File: src/rtl/cpu_run_controller.sv
// Run-control sequencer for the single-cycle CPU: reset hold, run/halt/step,
// breakpoint and halt-instruction stops, and a per-commit clock enable.
module cpu_run_controller #(
   parameter int DIV          = 22,
   parameter int RESET_CYCLES = 4,
   parameter int PC_W         = 32,
   parameter int CNT_W        = 32
) (
   input  logic             CLK,
   input  logic             reset,
   input  logic             run_req,
   input  logic             halt_req,
   input  logic             step_req,
   input  logic             bp_en,
   input  logic [PC_W-1:0]  bp_addr,
   input  logic [PC_W-1:0]  pc,
   input  logic             halt_instr,
   output logic             cpu_ce,
   output logic             cpu_reset,
   output logic [1:0]       state,
   output logic [1:0]       halt_reason,
   output logic [CNT_W-1:0] cycle_count
);

   localparam int RW = (RESET_CYCLES > 1) ? $clog2(RESET_CYCLES) : 1;
   localparam int DW = $clog2(DIV);

   localparam logic [RW-1:0] RST_LAST = RW'(RESET_CYCLES - 1);
   localparam logic [DW-1:0] DIV_LAST = DW'(DIV - 1);

   localparam logic [1:0] HR_NONE  = 2'd0;
   localparam logic [1:0] HR_REQ   = 2'd1;
   localparam logic [1:0] HR_BP    = 2'd2;
   localparam logic [1:0] HR_INSTR = 2'd3;

   typedef enum logic [1:0] {
      ST_RST  = 2'd0,
      ST_IDLE = 2'd1,
      ST_RUN  = 2'd2,
      ST_STEP = 2'd3
   } run_state_t;

   run_state_t       cur_st;
   run_state_t       nxt_st;

   logic [RW-1:0]    rst_cnt;
   logic [RW-1:0]    rst_cnt_d;
   logic [DW-1:0]    div_cnt;
   logic [DW-1:0]    div_cnt_d;
   logic             bp_skip;
   logic             bp_skip_d;
   logic             cpu_reset_d;
   logic [1:0]       reason_d;
   logic [CNT_W-1:0] count_d;

   logic             active;
   logic             issue;
   logic             bp_hit;
   logic             rst_done;
   logic             commit;

   assign state    = cur_st;
   assign active   = (cur_st == ST_RUN) || (cur_st == ST_STEP);
   assign issue    = active && (div_cnt == DIV_LAST);
   assign bp_hit   = bp_en && (pc == bp_addr) && !bp_skip;
   assign rst_done = (rst_cnt == RST_LAST);

   // An issue point commits unless any stop condition claims the cycle.
   assign commit = issue && !halt_req && !halt_instr && !bp_hit;
   assign cpu_ce = commit && !cpu_reset;

   // State register; reset drops straight back into the reset hold.
   always_ff @(posedge CLK or posedge reset) begin
      if (reset) begin
         cur_st <= ST_RST;
      end else begin
         cur_st <= nxt_st;
      end
   end

   // Counters, stop reason and the breakpoint resume flag.
   always_ff @(posedge CLK or posedge reset) begin
      if (reset) begin
         rst_cnt     <= '0;
         div_cnt     <= '0;
         bp_skip     <= 1'b0;
         cpu_reset   <= 1'b1;
         halt_reason <= HR_NONE;
         cycle_count <= '0;
      end else begin
         rst_cnt     <= rst_cnt_d;
         div_cnt     <= div_cnt_d;
         bp_skip     <= bp_skip_d;
         cpu_reset   <= cpu_reset_d;
         halt_reason <= reason_d;
         cycle_count <= count_d;
      end
   end

   // Next-state and next-value decode; stop checks in priority order.
   always_comb begin
      nxt_st      = cur_st;
      rst_cnt_d   = rst_cnt;
      div_cnt_d   = div_cnt;
      bp_skip_d   = bp_skip;
      cpu_reset_d = cpu_reset;
      reason_d    = halt_reason;
      count_d     = cycle_count;
      unique case (cur_st)
         ST_RST: begin
            if (rst_done) begin
               nxt_st      = ST_IDLE;
               cpu_reset_d = 1'b0;
            end else begin
               rst_cnt_d = rst_cnt + 1'b1;
            end
         end
         ST_IDLE: begin
            div_cnt_d = '0;
            if (!halt_req && (run_req || step_req)) begin
               nxt_st    = run_req ? ST_RUN : ST_STEP;
               reason_d  = HR_NONE;
               bp_skip_d = 1'b1;
            end
         end
         ST_RUN, ST_STEP: begin
            if (halt_req) begin
               nxt_st    = ST_IDLE;
               div_cnt_d = '0;
               reason_d  = HR_REQ;
            end else if (!issue) begin
               div_cnt_d = div_cnt + 1'b1;
            end else begin
               div_cnt_d = '0;
               if (halt_instr) begin
                  nxt_st   = ST_IDLE;
                  reason_d = HR_INSTR;
               end else if (bp_hit) begin
                  nxt_st   = ST_IDLE;
                  reason_d = HR_BP;
               end else begin
                  count_d   = cycle_count + 1'b1;
                  bp_skip_d = 1'b0;
                  if (cur_st == ST_STEP) begin
                     nxt_st   = ST_IDLE;
                     reason_d = HR_NONE;
                  end
               end
            end
         end
         default: begin
            nxt_st = ST_RST;
         end
      endcase
   end

endmodule

File: config.mk
export PLATFORM = sky130hd
export DESIGN_NAME = cpu_run_controller
export DESIGN_NICKNAME = d
export VERILOG_FILES = /design/src/rtl/cpu_run_controller.sv
export SDC_FILE = /design/constraint.sdc
export NUM_CORES = 1
export LEC_CHECK = 0
export ABC_AREA = 1
export CELL_PAD_IN_SITES_DETAIL_PLACEMENT = 1
export CELL_PAD_IN_SITES_GLOBAL_PLACEMENT = 1
export CORE_ASPECT_RATIO = 1.4
export CORE_UTILIZATION = 30
export CTS_BUF_LIST = sky130_fd_sc_hd__clkbuf_8
export CTS_CLUSTER_SIZE = 25
export DETAILED_ROUTE_END_ITERATION = 6
export PLACE_DENSITY_LB_ADDON = 0.1
export SLEW_MARGIN = 20
export SYNTH_ARGS = -nofsm -noshare
export SYNTH_HDL_FRONTEND = slang
export SYNTH_SLANG_ARGS = --single-unit
File: constraint.sdc
create_clock -name CLK -period 1.65 [get_ports CLK]
set_input_delay 0.165 -clock CLK [delete_from_list [all_inputs] [get_ports CLK]]
set_output_delay 0.165 -clock CLK [all_outputs]
set_load 0.05 [all_outputs]
**Yosys cells after proc, flatten, opt, wreduce, memory -nomap -nowiden**

Index checks and enable logic that the tools add are counted.

- $add $sub $neg: 3
- Equal/unequal tests: 14
- Muxes and demuxes: 25
- Bitwise operators: 4
- Reductions and logical operators: 24

Operators by type and width:

| cell | number |
|---|---|
| $add 32x1->32 const B | 1 |
| $eq 32x32->1 | 1 |
| $mux 2 | 13 |
| $ne 2x2->1 const B | 6 |
| $mux 5 | 2 |
| $pmux 5 s2 | 1 |
| $logic_and 1x1->1 | 8 |
| $reduce_and 4->1 | 2 |
| $eq 2x2->1 const B | 3 |
| $mux 1 | 6 |
| $pmux 2 s3 | 1 |
| $reduce_and 6->1 | 1 |
| $add 5x1->5 const B | 1 |
| $eq 5x5->1 const B | 1 |
| $logic_not 1->1 | 5 |
| $ne 5x5->1 const B | 1 |
| $reduce_and 5->1 | 1 |
| $not 1->1 | 4 |
| $pmux 2 s2 | 1 |
| $reduce_and 2->1 | 2 |
| $ne 3x3->1 const B | 1 |
| $add 2x1->2 const B | 1 |
| $eq 2x1->1 const B | 1 |
| $logic_not 2->1 | 1 |
| 4 further kinds | 5 |

- Register bits after elaboration: 45
- Bits of input ports: 71
- Output and inout bits: 38
- Logic and storage cells: 77

**Logic depth before layout (Yosys ltp)**

Gate-level depths: netlist of run 1.

- Depth after elaboration: 8
- Mapped depth: 13
- Mapped depth without buffers: 13

**Worst setup path before layout of run 1**

OpenSTA, ideal clock, no wires.

- Kind: flip-flop to output port
- From: register div_cnt[1]
- To: output port cpu_ce
- Data arrival time: 1894 ps
- Required time: 1485 ps
- Path slack: -409 ps
- Cell stages (with the launch flop): 8
- Buffers on the path: 1
- Cell sequence: dfrtp_1 -> inv_1 -> ha_1 -> nand4_1 -> nor2_1 -> nand3_4 -> buf_4 -> nor2_1

- Longest elaborated chain between the ends: 6

RTL lines:

| item | RTL line | source |
|---|---|---|
| start: declaration | 48 | `logic [DW-1:0] div_cnt;` |
| start signal: assignment | 92 | `div_cnt <= div_cnt_d;` |
| $eq 5x5->1 | 64 | `assign issue = active && (div_cnt == DIV_LAST);` |
| $logic_and 1x1->1 | 64 |  |
| $logic_and 1x1->1 (3 in series) | 69 | `assign commit = issue && !halt_req && !halt_instr && !bp_hit;` |
| $logic_and 1x1->1 | 70 | `assign cpu_ce = commit && !cpu_reset;` |
| end: declaration | 18 | `output logic cpu_ce,` |

No other way between the ends.

**Worst setup path after layout of run 1**

- From: input port bp_addr[14]
- To: output port cpu_ce

- Longest elaborated chain between the ends: 6

RTL lines:

| item | RTL line | source |
|---|---|---|
| start: declaration | 15 | `input logic [PC_W-1:0] bp_addr,` |
| $eq 32x32->1 | 65 | `assign bp_hit = bp_en && (pc == bp_addr) && !bp_skip;` |
| $logic_and 1x1->1 (2 in series) | 65 |  |
| $logic_not 1->1 | 69 |  |
| $logic_and 1x1->1 | 69 |  |
| $logic_and 1x1->1 | 70 |  |

No other way between the ends.

==> out/metrics.csv, run 1 <==
metric;value;unit
status;complete, but fails checks;
violated checks;setup timing;
via/cell ratio;4.675;
clk_lat worst skew;0.32;ns
post-synthesis cell area;3571;um^2
main combinational cell family by area after synthesis;simple AND/OR/NAND/NOR gates;
DRC viols;0;
GRT met2 Usage;46.38;%
Avg Inst Size Synth;6.446;um^2
Final Hold Viols;0;
met3 Use GR;1.903;%
Synth Area in Adders;1.402;%
kind of critical path;input port to output pin;
via count;4231;
port bufs;108;
GP Congestion;0.8899;
Post-DP HPWL;10.93;mm
Starting Density;31.18;%
clk sinks;45;
fin crit period;1.810;ns
detailed-router iteration count before antenna repair;4;
crit path cell chain;clkdlybuf4s50_1 > xnor2_1 > nand3_1 > nor2_2 > nand3_2 > nand3_4 > nor2_4 > buf_12;
setup ws final;-0.1598;ns
Die Y;131.1;um
Sum Neg Setup Slack;-1.920;ns
fin util;50.76;%
Critical Path RT;1.48;ns
Max Clock Skew;0.01985;ns
vias in the first global route;4428;
power density of the placed cells;543.4;nW/um^2
Die W;94.21;um
Max FO, Critical Path;2;
CP startpoint kind;input port;
cell family with most CP delay;simple AND/OR/NAND/NOR gates;
syn nets;629;
TritonCTS Buffers;5;
Root Buffer;clkbuf_8;
Yosys top cell area share;30.83;%
Critical Path Sink Type;output pin;
Boundary Pins;109;
Mapped Cells;554;
final instance area;5814;um^2
most frequent cells in the layout;nand2_1, buf_4, inv_1, clkdlybuf4s50_1, nor2_1;
Slowest cell on crit path;clkdlybuf4s50_1;
relative slew slack;64.86;%
post-synthesis compound-gate area fraction;7.568;%
number of setup violations in the final report;29;
CP arrival;1.64;ns
met1 Track Usage GR;21.35;%
RSZ-0062 raised after global routing;true;
top area cells in the synthesized netlist;dfrtp_1, nand2_1, inv_1;
Post-CTS Hold Fix Bufs;0;
final wirelength;13.47;mm
CTS tree;built;
Worst Path Buf+Inv;2;
sequential area share after synthesis;31.57;%
Reg clk slew, reported paths;0.11;ns
pre-CTS setup slack;-0.4544;ns
antenna violations before repair;0;
Worst path max stage delay;0.41;ns
Final ANT Viol Nets;0;
final hold slack;0.1930;ns
Multi-input gate area;2157;um^2
clock buffer depth;2;
initial drt markers;96;
most common cell after layout, fill and taps aside;nand2_1;
fill cell count;1516;
Pleak;2.876;nW
crit share post-route;109.7;%
# diodes;0;
GRT Max-Usage Layer;met2;
Worst Hold Class;input port to asynchronous set/reset pin;
first-pass GRT wire length;20.66;mm
Max Freq;552.5;MHz
register area;1151;um^2
Worst Max-Slew Pin Slew;0.5223;ns
layout cells sized above 1;30.62;%
multiplexer area fraction after synthesis;0.3153;%
Seq cells post-synth;45;
Max Slew Vio Count;0;
Peak VDD IR;0.4065;mV
Yosys cell types;34;
core area;11450;um^2
wire per inst;14.88;um
P&R area growth vs syn;62.82;%
Synth Area in XOR/XNOR;9.811;%
Placement Cell Area;5369;um^2
Ys Warns;0;
nets;835;
grt ovf;0;
area leader, netlist;dfrtp_1;
Synth Area in Simple Gates;35.70;%
GRT Overall Usage;21.82;%
H-tree depth;2;
largest net degree at the start of global routing;46;
Die Area;12350;um^2
Rows;46;
Max Cap Viol;0;
where the power goes:
| group | internal (mW) | switching, mW | leakage, nW |
|---|---|---|---|
| Clock | 0.307 | 0.445 | 0.0447 |
| Sequential | 1.18 | 0.0913 | 0.572 |
| Combinational | 0.520 | 0.613 | 2.26 |
worst register-to-register path, stage by stage (launching register included):
cell     delay (ns)
dfrtp_1        0.41
inv_2          0.09
ha_4           0.12
nand4_1        0.13
nor2_2         0.20
nand3_4        0.12
buf_4          0.20
buf_12         0.16
o21ai_2        0.11
nand2_1        0.07
metal layers:
layer	up-vias	share of wire, %
li1	2118	-
met1	2002	37
met2	87	57
met3	24	3.7
met4	0	2.6
met5	-	0
worst paths after layout:
| kind | slack (ns) | cells past startpoint | startpoint | endpoint |
|---|---|---|---|---|
| hold reg to reg | 0.49 | 1 | rst_cnt[0]$_DFFE_PP0P_ | rst_cnt[0]$_DFFE_PP0P_ |
| max in group asynchronous | 1.19 | 3 | reset | cycle_count[5]$_DFFE_PP0P_ |
| setup reg to reg | -0.08 | 9 | div_cnt[1]$_DFFE_PP0P_ | cycle_count[8]$_DFFE_PP0P_ |
| min in group CLK | 0.49 | 1 | rst_cnt[0]$_DFFE_PP0P_ | rst_cnt[0]$_DFFE_PP0P_ |
| setup / recovery | -0.16 | 8 | bp_addr[14] | cpu_ce |
| hold / removal | 0.19 | 3 | reset | rst_cnt[0]$_DFFE_PP0P_ |
sequential cells by signal (all words and copies together) (netlist names):
name	flops
bp_skip	1
halt_reason	2
cpu_reset	1
cycle_count	32
rst_cnt	2
div_cnt	5
state	2
per-stage QoR:
step	instances	total power, mW
floorplan	554	1.793
global placement	877	2.314
detailed placement	877	2.365
CTS	897	3.146
global route	905	3.348
finish	905	3.160
logic make-up after synthesis:
| group | count (synthesis) |
|---|---|
| AOI/OAI and AO/OA | 51 |
| muxes | 1 |
| xor gates and xnor gates | 40 |
| buffers and inverters | 119 |
| adders and majority gates | 4 |
| and+or+nand+nor | 294 |
| DFF | 45 |
layout make-up:
type / instances / area share [%]
multi-input cells: 390 / 37.10
repair buffers: 207 / 31.22
flip-flops and latches: 45 / 19.80
inverters: 111 / 7.166
well taps: 144 / 3.099
clock buffers: 5 / 1.184
clock inverters: 3 / 0.4304
synthesized netlist by cell type, drive strengths merged:
master and n:
nor3 16, nand4 15, ha 4, nor4 3, o221ai 1, inv 111, xnor2 20, a31oi 1
nand3 28, o21ai 41, a21oi 2, nand2 178, dfstp 1, nor2 50, dfrtp 44, xor2 20
nand3b 2, mux2 1, or2 2, a21boi 2, buf 8, o22ai 4
timing repair:
action / 4_1_cts / 5_1_grt
pin swaps: 14 / 13
setup endpoints to repair: 33 / 38
buffers inserted: 12 / 9
gates resized for setup: 35 / 56
(Power assumes the default switching activity.)
==> run 2: changes to the inputs <==
--- a/config.mk
+++ b/config.mk
@@ -6,10 +6,10 @@
 export NUM_CORES = 1
 export LEC_CHECK = 0
 export ABC_AREA = 1
-export CELL_PAD_IN_SITES_DETAIL_PLACEMENT = 1
-export CELL_PAD_IN_SITES_GLOBAL_PLACEMENT = 1
+export CELL_PAD_IN_SITES_DETAIL_PLACEMENT = 0
+export CELL_PAD_IN_SITES_GLOBAL_PLACEMENT = 2
 export CORE_ASPECT_RATIO = 1.4
-export CORE_UTILIZATION = 30
+export CORE_UTILIZATION = 25
 export CTS_BUF_LIST = sky130_fd_sc_hd__clkbuf_8
 export CTS_CLUSTER_SIZE = 25
 export DETAILED_ROUTE_END_ITERATION = 6
==> run 2 against run 1 <==
The run still ends with setup timing left; fmax fell by 2.9%; die area rose by 20%; power rose by 5.1%; via count fell by 2.8%; count of clock-buffer cells in the layout did not move; critical endpoint unchanged; largest cell class unchanged; highest routed layer unchanged.
==> out/metrics.csv, run 2 (synthesis results as in run 1) <==
metric;value;unit;change
power density of the placed cells;537.3;nW/um^2;was 543.4 nW/um^2
clk_lat worst skew;0.32;ns;about the same
DRC viols;0;;unchanged
Max Clock Skew;0.02075;ns;was 0.01985 ns
Post-DP HPWL;10.50;mm;was 10.93 mm
violated checks;setup timing;;unchanged
wire per inst;13.99;um;was 14.88 um
final hold slack;0.1883;ns;was 0.1930 ns
final wirelength;13.35;mm;was 13.47 mm
relative slew slack;64.31;%;was 64.86%
CP arrival;1.70;ns;was 1.64 ns
RSZ-0062 raised after global routing;true;;unchanged
port bufs;108;;unchanged
number of setup violations in the final report;33;;was 29
H-tree depth;2;;unchanged
vias in the first global route;4078;;was 4428
TritonCTS Buffers;5;;unchanged
Reg clk slew, reported paths;0.10;ns;was 0.11 ns
Worst Hold Class;input port to asynchronous set/reset pin;;unchanged
Post-CTS Hold Fix Bufs;0;;unchanged
Starting Density;25.67;%;was 31.18%
max reg flops;32;;unchanged
Peak VDD IR;0.5275;mV;was 0.4065 mV
fin util;44.44;%;was 50.76%
detailed-router iteration count before antenna repair;4;;unchanged
GRT met2 Usage;35.61;%;was 46.38%
Biggest register;cycle_count;;unchanged
clk sinks;45;;unchanged
met1 Track Usage GR;18.28;%;was 21.35%
non-filler cells, final;954;;was 905
first-pass GRT wire length;20.01;mm;was 20.66 mm
most common cell after layout, fill and taps aside;nand2_1;;unchanged
Critical Path Sink Type;output pin;;unchanged
met3 Use GR;2.335;%;was 1.903%
Pleak;3.038;nW;was 2.876 nW
via count;4113;;was 4231
antenna violations before repair;0;;unchanged
largest net degree at the start of global routing;46;;unchanged
CTS tree;built;;unchanged
nets;843;;was 835
placed instance count;924;;was 877
Reg2Reg Depth;9;;unchanged
GRT Overall Usage;17.93;%;was 21.82%
Rows;51;;was 46
# diodes;0;;unchanged
Root Buffer;clkbuf_8;;unchanged
Final Hold Viols;0;;unchanged
fin crit period;1.864;ns;was 1.810 ns
Max FO, Critical Path;2;;unchanged
Boundary Pins;109;;unchanged
Worst Max-Slew Pin Slew;0.5305;ns;was 0.5223 ns
via/cell ratio;4.311;;was 4.675
status;complete, but fails checks;;unchanged
largest registers;cycle_count (32), div_cnt (5);;unchanged
crit share post-route;112.9;%;was 109.7%
core area;13910;um^2;was 11450 um^2
grt ovf;0;;unchanged
Die W;103.0;um;was 94.21 um
Final Power;3.321;mW;was 3.160 mW
setup ws final;-0.2137;ns;was -0.1598 ns
kind of critical path;register to output pin;;was input port to output pin
most frequent cells in the layout;nand2_1, buf_4, inv_1, clkdlybuf4s50_1, nand2_2;;was nand2_1, buf_4, inv_1, clkdlybuf4s50_1, nor2_1
initial drt markers;98;;was 96
GRT Max-Usage Layer;met2;;unchanged
P&R area growth vs syn;73.13;%;was 62.82%
Die Area;14770;um^2;was 12350 um^2
GP Congestion;0.8469;;was 0.8899
pre-CTS setup slack;-0.5031;ns;was -0.4544 ns
layout cells sized above 1;35.24;%;was 30.62%
Final ANT Viol Nets;0;;unchanged
Critical Path RT;1.48;ns;about the same
Max Cap Viol;0;;unchanged
Die Y;143.4;um;was 131.1 um
Max Freq;536.6;MHz;was 552.5 MHz
Max Slew Vio Count;0;;unchanged
clock buffer depth;2;;unchanged
CP startpoint kind;register;;was input port
[run 2: cell count changes in the layout (fill, tap and decap cells not counted), sizes merged]
cell / delta
clkbuf: +5
buf: +3
bufinv: +1
clkinvlp: -1
dlygate4sd2: +1
dlymetal6s2s: -1
[run 2: worst max-delay path, stage by stage (launching register included)]
cell     delay (ns)
dfrtp_1        0.39
inv_1          0.08
ha_2           0.16
nand4_1        0.15
nor2_2         0.21
nand3_4        0.12
nor2_4         0.13
buf_12         0.14
[run 2: routing by layer]
metal,vias to the layer above,part of all wire (%)
met2,94,55
met5,-,0
li1,2133,-
met4,0,3.1
met1,1869,38
met3,17,4.4
[run 2: path summary, 6_finish.rpt]
kind | start | to | slack, ns
hold reg to reg | rst_cnt[0]$_DFFE_PP0P_ | rst_cnt[0]$_DFFE_PP0P_ | 0.48
setup reg to reg | div_cnt[1]$_DFFE_PP0P_ | cycle_count[0]$_DFFE_PP0P_ | -0.16
min in group CLK | rst_cnt[0]$_DFFE_PP0P_ | rst_cnt[0]$_DFFE_PP0P_ | 0.48
max in group asynchronous | reset | cpu_reset$_DFFE_PP1P_ | 1.19
setup / recovery | div_cnt[1]$_DFFE_PP0P_ | cpu_ce | -0.21
hold / removal | reset | cycle_count[30]$_DFFE_PP0P_ | 0.19
[run 2: power breakdown]
group	internal [mW]	total [mW]	switching [mW]
clock network	0.455	0.898	0.443
registers	1.18	1.27	0.0859
logic	0.545	1.15	0.608
total	2.18	3.32	1.14
[run 2: area by class of cell]
| type | count | area, um^2 |
|---|---|---|
| clock buffer | 5 | 68.82 |
| clock inverter | 3 | 43.79 |
| fill | 1488 | 7729 |
| inverter | 111 | 416.7 |
| multi-input combinational | 390 | 2288 |
| sequential | 45 | 1151 |
| tap | 185 | 231.5 |
| timing repair buffer | 215 | 1982 |
[run 2: per-stage QoR]
stage / setup TNS [ns] / cell area (um^2)
6_report: -4.111 / 6182
5_1_grt: -5.984 / 6182
4_1_cts: -4.048 / 5811
3_5_place_dp: -15.91 / 5453
3_3_place_gp: -15.35 / 5453
2_1_floorplan: -0.005702 / 3617
[run 2: timing repair]
| action | 4_1_cts | 5_1_grt |
|---|---|---|
| setup buffers | 18 | 5 |
| gates cloned | 0 | 5 |
| pin swaps | 21 | 23 |
| endpoints found under the hold margin | 0 | 0 |
| resized for setup | 54 | 88 |
| endpoints found under the setup margin | 36 | 41 |
